`src/rtl/serial_shift_acc.sv`:
```
// serial_shift_acc: bit-serial shift-accumulate over NCH independent channels.
// A frame consumes nbits partial-sum beats, most significant beat first, and
// yields acc = sum(psum_i * 2^(nbits-1-i)). In signed_mode the first beat
// carries negative weight. All channels share one control path.
// Build option SERIAL_SHIFT_ACC_SAT_EN: every step saturates to OUT_W and
// raises a sticky per-channel ovf flag; without it arithmetic wraps and ovf=0.
module serial_shift_acc #(
  parameter int NCH   = 4,
  parameter int IN_W  = 27,
  parameter int OUT_W = 51,
  parameter int CNT_W = 5
) (
  input  logic                 clk,
  input  logic                 rst_n,
  input  logic                 start,
  input  logic [CNT_W-1:0]     nbits,
  input  logic                 signed_mode,
  input  logic                 psum_valid,
  input  logic [NCH*IN_W-1:0]  psum_in,
  input  logic                 out_ready,
  output logic                 busy,
  output logic                 out_valid,
  output logic [NCH*OUT_W-1:0] nout,
  output logic [NCH-1:0]       ovf
);

`ifdef SERIAL_SHIFT_ACC_SAT_EN
  // Two guard bits hold (acc << 1) + psum exactly before clamping.
  localparam int SUM_W = OUT_W + 2;
`else
  localparam int SUM_W = OUT_W;
`endif

  typedef enum logic [1:0] { S_IDLE, S_ACC, S_HOLD } state_t;

  state_t                  state_q, state_d;
  logic [CNT_W-1:0]        nbits_q, nbits_d;
  logic                    smode_q, smode_d;
  logic [CNT_W-1:0]        cnt_q, cnt_d;
  logic signed [OUT_W-1:0] acc_q [NCH];
  logic signed [OUT_W-1:0] acc_d [NCH];
  logic signed [SUM_W-1:0] sum_k [NCH];
  logic signed [OUT_W-1:0] step_acc [NCH];
  logic [NCH*OUT_W-1:0]    nout_q, nout_d;
  logic                    out_valid_q, out_valid_d;
  logic                    load;
  logic                    last_beat;
`ifdef SERIAL_SHIFT_ACC_SAT_EN
  logic [NCH-1:0]          step_ovf;
  logic [NCH-1:0]          ovf_q, ovf_d;
`endif

  // One accumulation step: first beat loads (optionally negated), later beats
  // shift the running value left by one and add the new beat.
  function automatic logic signed [SUM_W-1:0] next_sum(
    input logic signed [OUT_W-1:0] acc,
    input logic signed [IN_W-1:0]  p,
    input logic                    first,
    input logic                    neg
  );
    logic signed [SUM_W-1:0] ext;
    logic signed [SUM_W-1:0] r;
    ext = SUM_W'(p);
    if (first) r = neg ? -ext : ext;
    else       r = (SUM_W'(acc) <<< 1) + ext;
    return r;
  endfunction

`ifdef SERIAL_SHIFT_ACC_SAT_EN
  // Out of range when the guard bits and the OUT_W sign bit disagree.
  function automatic logic sum_ovf(input logic signed [SUM_W-1:0] x);
    return !((&x[SUM_W-1:OUT_W-1]) || !(|x[SUM_W-1:OUT_W-1]));
  endfunction

  // Clamp to the signed OUT_W range.
  function automatic logic signed [OUT_W-1:0] sat_out(input logic signed [SUM_W-1:0] x);
    logic signed [OUT_W-1:0] r;
    if (!sum_ovf(x))     r = x[OUT_W-1:0];
    else if (x[SUM_W-1]) r = {1'b1, {(OUT_W-1){1'b0}}};
    else                 r = {1'b0, {(OUT_W-1){1'b1}}};
    return r;
  endfunction
`endif

  // Per-channel arithmetic for the beat currently on psum_in.
  always_comb begin
    for (int k = 0; k < NCH; k++) begin
      sum_k[k] = next_sum(acc_q[k], psum_in[k*IN_W +: IN_W], cnt_q == '0, smode_q);
`ifdef SERIAL_SHIFT_ACC_SAT_EN
      step_acc[k] = sat_out(sum_k[k]);
      step_ovf[k] = sum_ovf(sum_k[k]);
`else
      step_acc[k] = sum_k[k];
`endif
    end
  end

  // Frame control: IDLE/ACC/HOLD next state, beat counting and result capture.
  always_comb begin
    state_d     = state_q;
    nbits_d     = nbits_q;
    smode_d     = smode_q;
    cnt_d       = cnt_q;
    acc_d       = acc_q;
    nout_d      = nout_q;
    out_valid_d = out_valid_q;
`ifdef SERIAL_SHIFT_ACC_SAT_EN
    ovf_d       = ovf_q;
`endif
    load        = 1'b0;
    last_beat   = (cnt_q + CNT_W'(1)) == nbits_q;

    unique case (state_q)
      S_IDLE: load = start;
      S_ACC: begin
        if (start) begin
          // Restart aborts the frame in flight; no result is produced.
          load = 1'b1;
        end else if (psum_valid) begin
          acc_d = step_acc;
          cnt_d = cnt_q + CNT_W'(1);
`ifdef SERIAL_SHIFT_ACC_SAT_EN
          ovf_d = ovf_q | step_ovf;
`endif
          if (last_beat) begin
            for (int k = 0; k < NCH; k++) nout_d[k*OUT_W +: OUT_W] = step_acc[k];
            out_valid_d = 1'b1;
            state_d     = S_HOLD;
          end
        end
      end
      S_HOLD: begin
        // start without out_ready is dropped; with it, hand off and restart.
        if (out_ready) begin
          out_valid_d = 1'b0;
          state_d     = S_IDLE;
          load        = start;
        end
      end
      default: state_d = S_IDLE;
    endcase

    if (load) begin
      state_d = S_ACC;
      nbits_d = (nbits == '0) ? CNT_W'(1) : nbits;
      smode_d = signed_mode;
      cnt_d   = '0;
      for (int k = 0; k < NCH; k++) acc_d[k] = '0;
`ifdef SERIAL_SHIFT_ACC_SAT_EN
      ovf_d   = '0;
`endif
    end
  end

  // State and datapath registers; reset discards any frame in flight.
  always_ff @(posedge clk or negedge rst_n) begin
    if (!rst_n) begin
      state_q     <= S_IDLE;
      nbits_q     <= '0;
      smode_q     <= 1'b0;
      cnt_q       <= '0;
      for (int k = 0; k < NCH; k++) acc_q[k] <= '0;
      nout_q      <= '0;
      out_valid_q <= 1'b0;
`ifdef SERIAL_SHIFT_ACC_SAT_EN
      ovf_q       <= '0;
`endif
    end else begin
      state_q     <= state_d;
      nbits_q     <= nbits_d;
      smode_q     <= smode_d;
      cnt_q       <= cnt_d;
      acc_q       <= acc_d;
      nout_q      <= nout_d;
      out_valid_q <= out_valid_d;
`ifdef SERIAL_SHIFT_ACC_SAT_EN
      ovf_q       <= ovf_d;
`endif
    end
  end

  assign busy      = (state_q == S_ACC);
  assign out_valid = out_valid_q;
  assign nout      = nout_q;
`ifdef SERIAL_SHIFT_ACC_SAT_EN
  assign ovf       = ovf_q;
`else
  assign ovf       = '0;
`endif

endmodule

```
`config.mk`:
```
export PLATFORM = sky130hd
export DESIGN_NAME = serial_shift_acc
export DESIGN_NICKNAME = d
export VERILOG_FILES = /design/src/rtl/serial_shift_acc.sv
export SDC_FILE = /design/constraint.sdc
export NUM_CORES = 1
export LEC_CHECK = 0
export BUFFER_PORTS_ARGS = -buffer_cell sky130_fd_sc_hd__buf_2
export CORE_ASPECT_RATIO = 2
export CORE_UTILIZATION = 60
export DETAILED_ROUTE_END_ITERATION = 8
export PLACE_DENSITY = 0.81
export SYNTH_ARGS = -nofsm -noshare
export SYNTH_HDL_FRONTEND = slang
export SYNTH_SLANG_ARGS = --single-unit
export TNS_END_PERCENT = 100
```
`constraint.sdc`:
```
create_clock -name clk -period 4.2 [get_ports clk]
set_clock_uncertainty 0.05 [all_clocks]
set_input_delay 0.42 -clock clk [delete_from_list [all_inputs] [get_ports clk]]
set_output_delay 0.42 -clock clk [all_outputs]
set_load 0.005 [all_outputs]
```
==> impl_metrics.prom <==
# TYPE chip_impl_metric gauge
chip_impl_metric{name="wl_per_cell",unit="um"} 21.8
chip_impl_metric{name="globalRouteTotalUtil",unit="%"} 38.4
chip_impl_metric{name="muxShareOfSynthArea",unit="%"} 0.277
chip_impl_metric{name="drt_iter0_markers",unit=""} 1968
chip_impl_metric{name="htree_levels",unit=""} 2
chip_impl_metric{name="final_period_minus_worst_setup_slack",unit="ns"} 3.93
chip_impl_metric{name="synth-async-reset-ratio",unit="%"} 100
chip_impl_metric{name="numCtsBuffers",unit=""} 40
chip_impl_metric{name="synth.yosys.seq_area_share",unit="%"} 35.1
chip_impl_info{name="critical-path-slowest-cell",value="sky130_fd_sc_hd__or3b_1"} 1
chip_impl_metric{name="finalWirelength",unit="um"} 97800
chip_impl_info{name="synth_ff_type",value="sky130_fd_sc_hd__dfrtp_1"} 1
chip_impl_metric{name="number_of_cell_rows",unit=""} 115
chip_impl_metric{name="power.switching",unit="mW"} 6.86
chip_impl_metric{name="power.leakage",unit="nW"} 16.2
chip_impl_info{name="cts_root_buffer",value="sky130_fd_sc_hd__clkbuf_16"} 1
chip_impl_metric{name="switching_share",unit="%"} 40.0
chip_impl_info{name="main_combinational_cell_family_by_area_after_synthesis",value="compound AO/OA/AOI/OAI gates"} 1
chip_impl_metric{name="seqCellArea",unit="mm2"} 0.0105
chip_impl_metric{name="initial_utilization",unit="%"} 60.8
chip_impl_metric{name="via_count",unit=""} 28900
chip_impl_metric{name="insertion_delay",unit="ns"} 0.59
chip_impl_metric{name="core-area",unit="mm2"} 0.0491
chip_impl_metric{name="pwr-share-clk",unit="%"} 22.7
chip_impl_metric{name="fin_worst_hold_slack",unit="ns"} 0.0403
chip_impl_info{name="setup.worst_path.start_class",value="flip-flop"} 1
chip_impl_metric{name="place.detailed.hpwl",unit="um"} 72400
chip_impl_metric{name="critical-path-max-stage-delay",unit="ns"} 0.57
chip_impl_metric{name="internal_power",unit="mW"} 10.3
chip_impl_metric{name="maxClockFrequency",unit="MHz"} 254
chip_impl_metric{name="ioPinCount",unit=""} 329
chip_impl_metric{name="clk_transition_reported_paths",unit="ns"} 0.07
chip_impl_metric{name="yosysUniqueCellTypes",unit=""} 84
chip_impl_metric{name="critical_path.n_buffers_inverters",unit=""} 0
chip_impl_metric{name="gpl_wtd_cong",unit=""} 1.00
chip_impl_metric{name="seq_power_share",unit="%"} 34.9
chip_impl_metric{name="multi_input_combinational_cell_area",unit="mm2"} 0.0183
chip_impl_metric{name="grt_start_max_net_pins",unit=""} 159
chip_impl_metric{name="die_width",unit="um"} 160
chip_impl_metric{name="critPathArrivalTime",unit="ns"} 4.34
chip_impl_metric{name="max_slew_margin",unit="%"} 27.3
chip_impl_info{name="cells_along_the_critical_path",value="ha_1, a21o_1, a21oi_1, a2111oi_0, or3b_1, o211a_4, a211oi_4, o21ai_4, a41oi_1, o21ai_1, xor2_1, a221o_1"} 1
chip_impl_metric{name="slew_viol_final",unit=""} 0
chip_impl_metric{name="synth_enable_flop_cells",unit=""} 0
chip_impl_metric{name="cap_violations",unit=""} 0
chip_impl_metric{name="finalSetupTns",unit="ns"} 0
chip_impl_metric{name="netlist_area",unit="mm2"} 0.0298
chip_impl_metric{name="die_y",unit="um"} 317
chip_impl_metric{name="cts_max_path_buffers",unit=""} 3
chip_impl_metric{name="finalNetCount",unit=""} 4131
chip_impl_metric{name="synthSimpleGateAreaFrac",unit="%"} 17.0
chip_impl_info{name="run_status",value="complete, no violations"} 1
chip_impl_metric{name="drc",unit=""} 0
chip_impl_metric{name="clock-sinks",unit=""} 418
chip_impl_metric{name="numPortBuffers",unit=""} 324
chip_impl_metric{name="pwr-share-comb",unit="%"} 42.4
chip_impl_metric{name="grt_overflow_total",unit=""} 0
chip_impl_metric{name="report.final.setup_viol",unit=""} 0
chip_impl_metric{name="synth_area_in_compound_gates",unit="%"} 26.9
chip_impl_metric{name="synthesis.yosys.warnings",unit=""} 0
chip_impl_info{name="tritoncts",value="done"} 1
chip_impl_metric{name="die_area",unit="mm2"} 0.0507
chip_impl_metric{name="worst-path-max-fanout",unit=""} 5
chip_impl_metric{name="synthCells",unit=""} 3591
chip_impl_info{name="worst-setup-path-type",value="reg2reg"} 1
chip_impl_metric{name="first_pass_drt_iterations",unit=""} 5
chip_impl_metric{name="cts_setup_buffers",unit=""} 0
chip_impl_metric{name="irDropWorstVdd",unit="uV"} 406
chip_impl_metric{name="timing.final.crit_share",unit="%"} 93.6
chip_impl_metric{name="antenna_found_initial",unit=""} 8
chip_impl_metric{name="avgViaCountPerCell",unit=""} 6.44
chip_impl_info{name="critPathCaptureType",value="flip-flop"} 1
chip_impl_info{name="worst_path_dominant_cell_family",value="compound AO/OA/AOI/OAI gates"} 1
chip_impl_metric{name="worstMarginPinSlew",unit="ns"} 1.09
chip_impl_metric{name="final_layout_size_suffix_gt1_share",unit="%"} 12.7
chip_impl_metric{name="synth_fa_ha_area_share",unit="%"} 8.74
chip_impl_metric{name="layout.cell_area.non_filler",unit="mm2"} 0.0335
chip_impl_metric{name="xor_xnor_fraction_of_synth_area",unit="%"} 8.37
chip_impl_metric{name="number_of_nets_with_antenna_violations_after_detailed_routing",unit=""} 0
chip_impl_info{name="hold_path_class",value="in2reg"} 1
chip_impl_metric{name="areaGrowthSynthToFinish",unit="%"} 12.3
chip_impl_metric{name="layout.filler_cells",unit=""} 4109
chip_impl_metric{name="crit_required",unit="ns"} 4.61
chip_impl_metric{name="finalHoldViolations",unit=""} 0
chip_impl_metric{name="first_global_vias",unit=""} 29000
chip_impl_metric{name="cellPowerDensity",unit="mW/mm2"} 512
chip_impl_metric{name="ff_latch_count_synth",unit=""} 418
chip_impl_metric{name="dpl_cell_area",unit="mm2"} 0.0321
chip_impl_info{name="layout_common_cells",value="sky130_fd_sc_hd__nand2_1, sky130_fd_sc_hd__dfrtp_1, sky130_fd_sc_hd__o21ai_0"} 1
chip_impl_metric{name="avgSynthCellArea",unit="um2"} 8.31
chip_impl_metric{name="grt_first_pass_wirelength",unit="um"} 153000
chip_impl_info{name="mostFrequentLayoutCell",value="sky130_fd_sc_hd__nand2_1"} 1
chip_impl_info{name="unrepaired_setup_endpoints_after_global_routing",value="no"} 1
power groups by stage:
| stage | clock (mW) | combinational [mW] | sequential [mW] |
|---|---|---|---|
| 6_report | 3.89 | 7.28 | 5.99 |
| 5_1_grt | 4.07 | 7.99 | 6.11 |
| 4_1_cts | 3.93 | 7.19 | 5.97 |
| 3_5_place_dp | 0 | 7.13 | 6.02 |
| 3_3_place_gp | 0 | 7.01 | 6.01 |
| 2_1_floorplan | 0 | 4.38 | 5.92 |
cell families (layout without fill, tap and decap cells):
group | Yosys count | after routing
AO/OA/AOI/OAI | 1279 | 1279
XOR/XNOR | 285 | 285
adder cells (fa/ha/maj) | 206 | 206
buffers and inverters | 286 | 529
flip-flops | 418 | 418
multiplexers | 8 | 8
other | 1 | 10
AND/OR/NAND/NOR | 1108 | 1108
worst register-to-register path, stage by stage (launching register included):
cell	delay [ns]
sky130_fd_sc_hd__dfrtp_1	0.40
sky130_fd_sc_hd__ha_1	0.36
sky130_fd_sc_hd__a21o_1	0.22
sky130_fd_sc_hd__a21oi_1	0.30
sky130_fd_sc_hd__a2111oi_0	0.16
sky130_fd_sc_hd__or3b_1	0.57
sky130_fd_sc_hd__o211a_4	0.34
sky130_fd_sc_hd__a211oi_4	0.35
sky130_fd_sc_hd__o21ai_4	0.13
sky130_fd_sc_hd__a41oi_1	0.35
sky130_fd_sc_hd__o21ai_1	0.12
sky130_fd_sc_hd__xor2_1	0.16
sky130_fd_sc_hd__a221o_1	0.32
layout make-up:
cell class / count / area share (%)
antenna: 6 / 0.0448
clock buffer: 53 / 3.32
clock inverter: 20 / 0.739
inverter: 70 / 0.784
multi-input combinational: 2890 / 54.7
sequential: 418 / 31.2
tap: 643 / 2.40
timing repair buffer: 386 / 6.76
synthesized netlist by cell type, drive strengths merged, types with 6 or more instances:
cell      n  share of area (%)
nor2b    28               0.59
a22o     17               0.50
o31a      6               0.18
o21ai   442                7.5
a21o    123                3.1
inv      70               0.88
mux2i     6               0.20
and3     17               0.36
o21bai   38               0.96
or3      24               0.50
clkbuf  190                2.4
a31oi    25               0.55
o41ai    19               0.61
a21oi   353                5.9
and2     24               0.50
nor3     32               0.54
a221o    93                3.1
a211oi   19               0.52
nand3   131                2.2
o21a     23               0.58
or4      20               0.50
a221oi   12               0.37
or2       6               0.13
dfrtp   418                 35
nand3b    6               0.15
ha      202                8.5
nand4    54                1.1
buf      26               0.42
xor2    130                3.8
nor4     18               0.38
and4     11               0.32
nor2    223                2.8
nand2   474                6.0
o31ai    47                1.2
o211ai    8               0.20
a21boi    9               0.23
a41oi     7               0.21
xnor2   155                4.6
nand2b   30               0.63
state kept, by name (all words and copies together), names as in the netlist:
name,flops
acc_q,200
smode_q,1
nout,204
nbits_q,5
state_q,2
out_valid,1
cnt_q,5
metal layers:
| metal | share of wire [%] | up-vias | track usage [%] |
|---|---|---|---|
| met2 | 51 | 1175 | 69.8 |
| met1 | 35 | 13800 | 38.8 |
| met4 | 8.2 | 6 | 30.5 |
| met5 | 0.042 | - | 0 |
| met3 | 6.1 | 416 | 6.36 |
| li1 | - | 13500 | - |
path summary, 6_finish.rpt:
path,end,slack [ns],start,cells after the start
hold / removal,nbits_q[4]$_DFFE_PN0P_,0.04,nbits[4],3
hold reg to reg,nout[184]$_DFFE_PN0P_,0.43,nout[184]$_DFFE_PN0P_,2
max in group asynchronous,acc_q[132]$_DFFE_PN0P_,2.77,rst_n,3
setup reg to reg,acc_q[201]$_DFFE_PN0P_,0.27,acc_q[156]$_DFFE_PN0P_,12
min in group asynchronous,acc_q[73]$_DFFE_PN0P_,0.40,rst_n,2
setup / recovery,acc_q[201]$_DFFE_PN0P_,0.27,acc_q[156]$_DFFE_PN0P_,12
what timing repair did:
item                                    4_1_cts  5_1_grt
endpoints found under the setup margin        0        1
hold buffers                                  2        0
gates resized for setup                       0        1
endpoints found under the hold margin        88        0
per-stage QoR:
step	std cells	power, mW	setup slack [ns]	utilization [%]
final	4486	17.2	0.269	68.3
after floorplan	3594	10.3	0.576	-
after global routing	4483	18.2	0.100	68.3
after detailed placement	4405	13.2	0.0838	65.4
after CTS	4480	17.1	0.252	68.2
after global placement	4405	13.0	0.149	65.4
No activity file was read; power rests on OpenSTA's default activity.
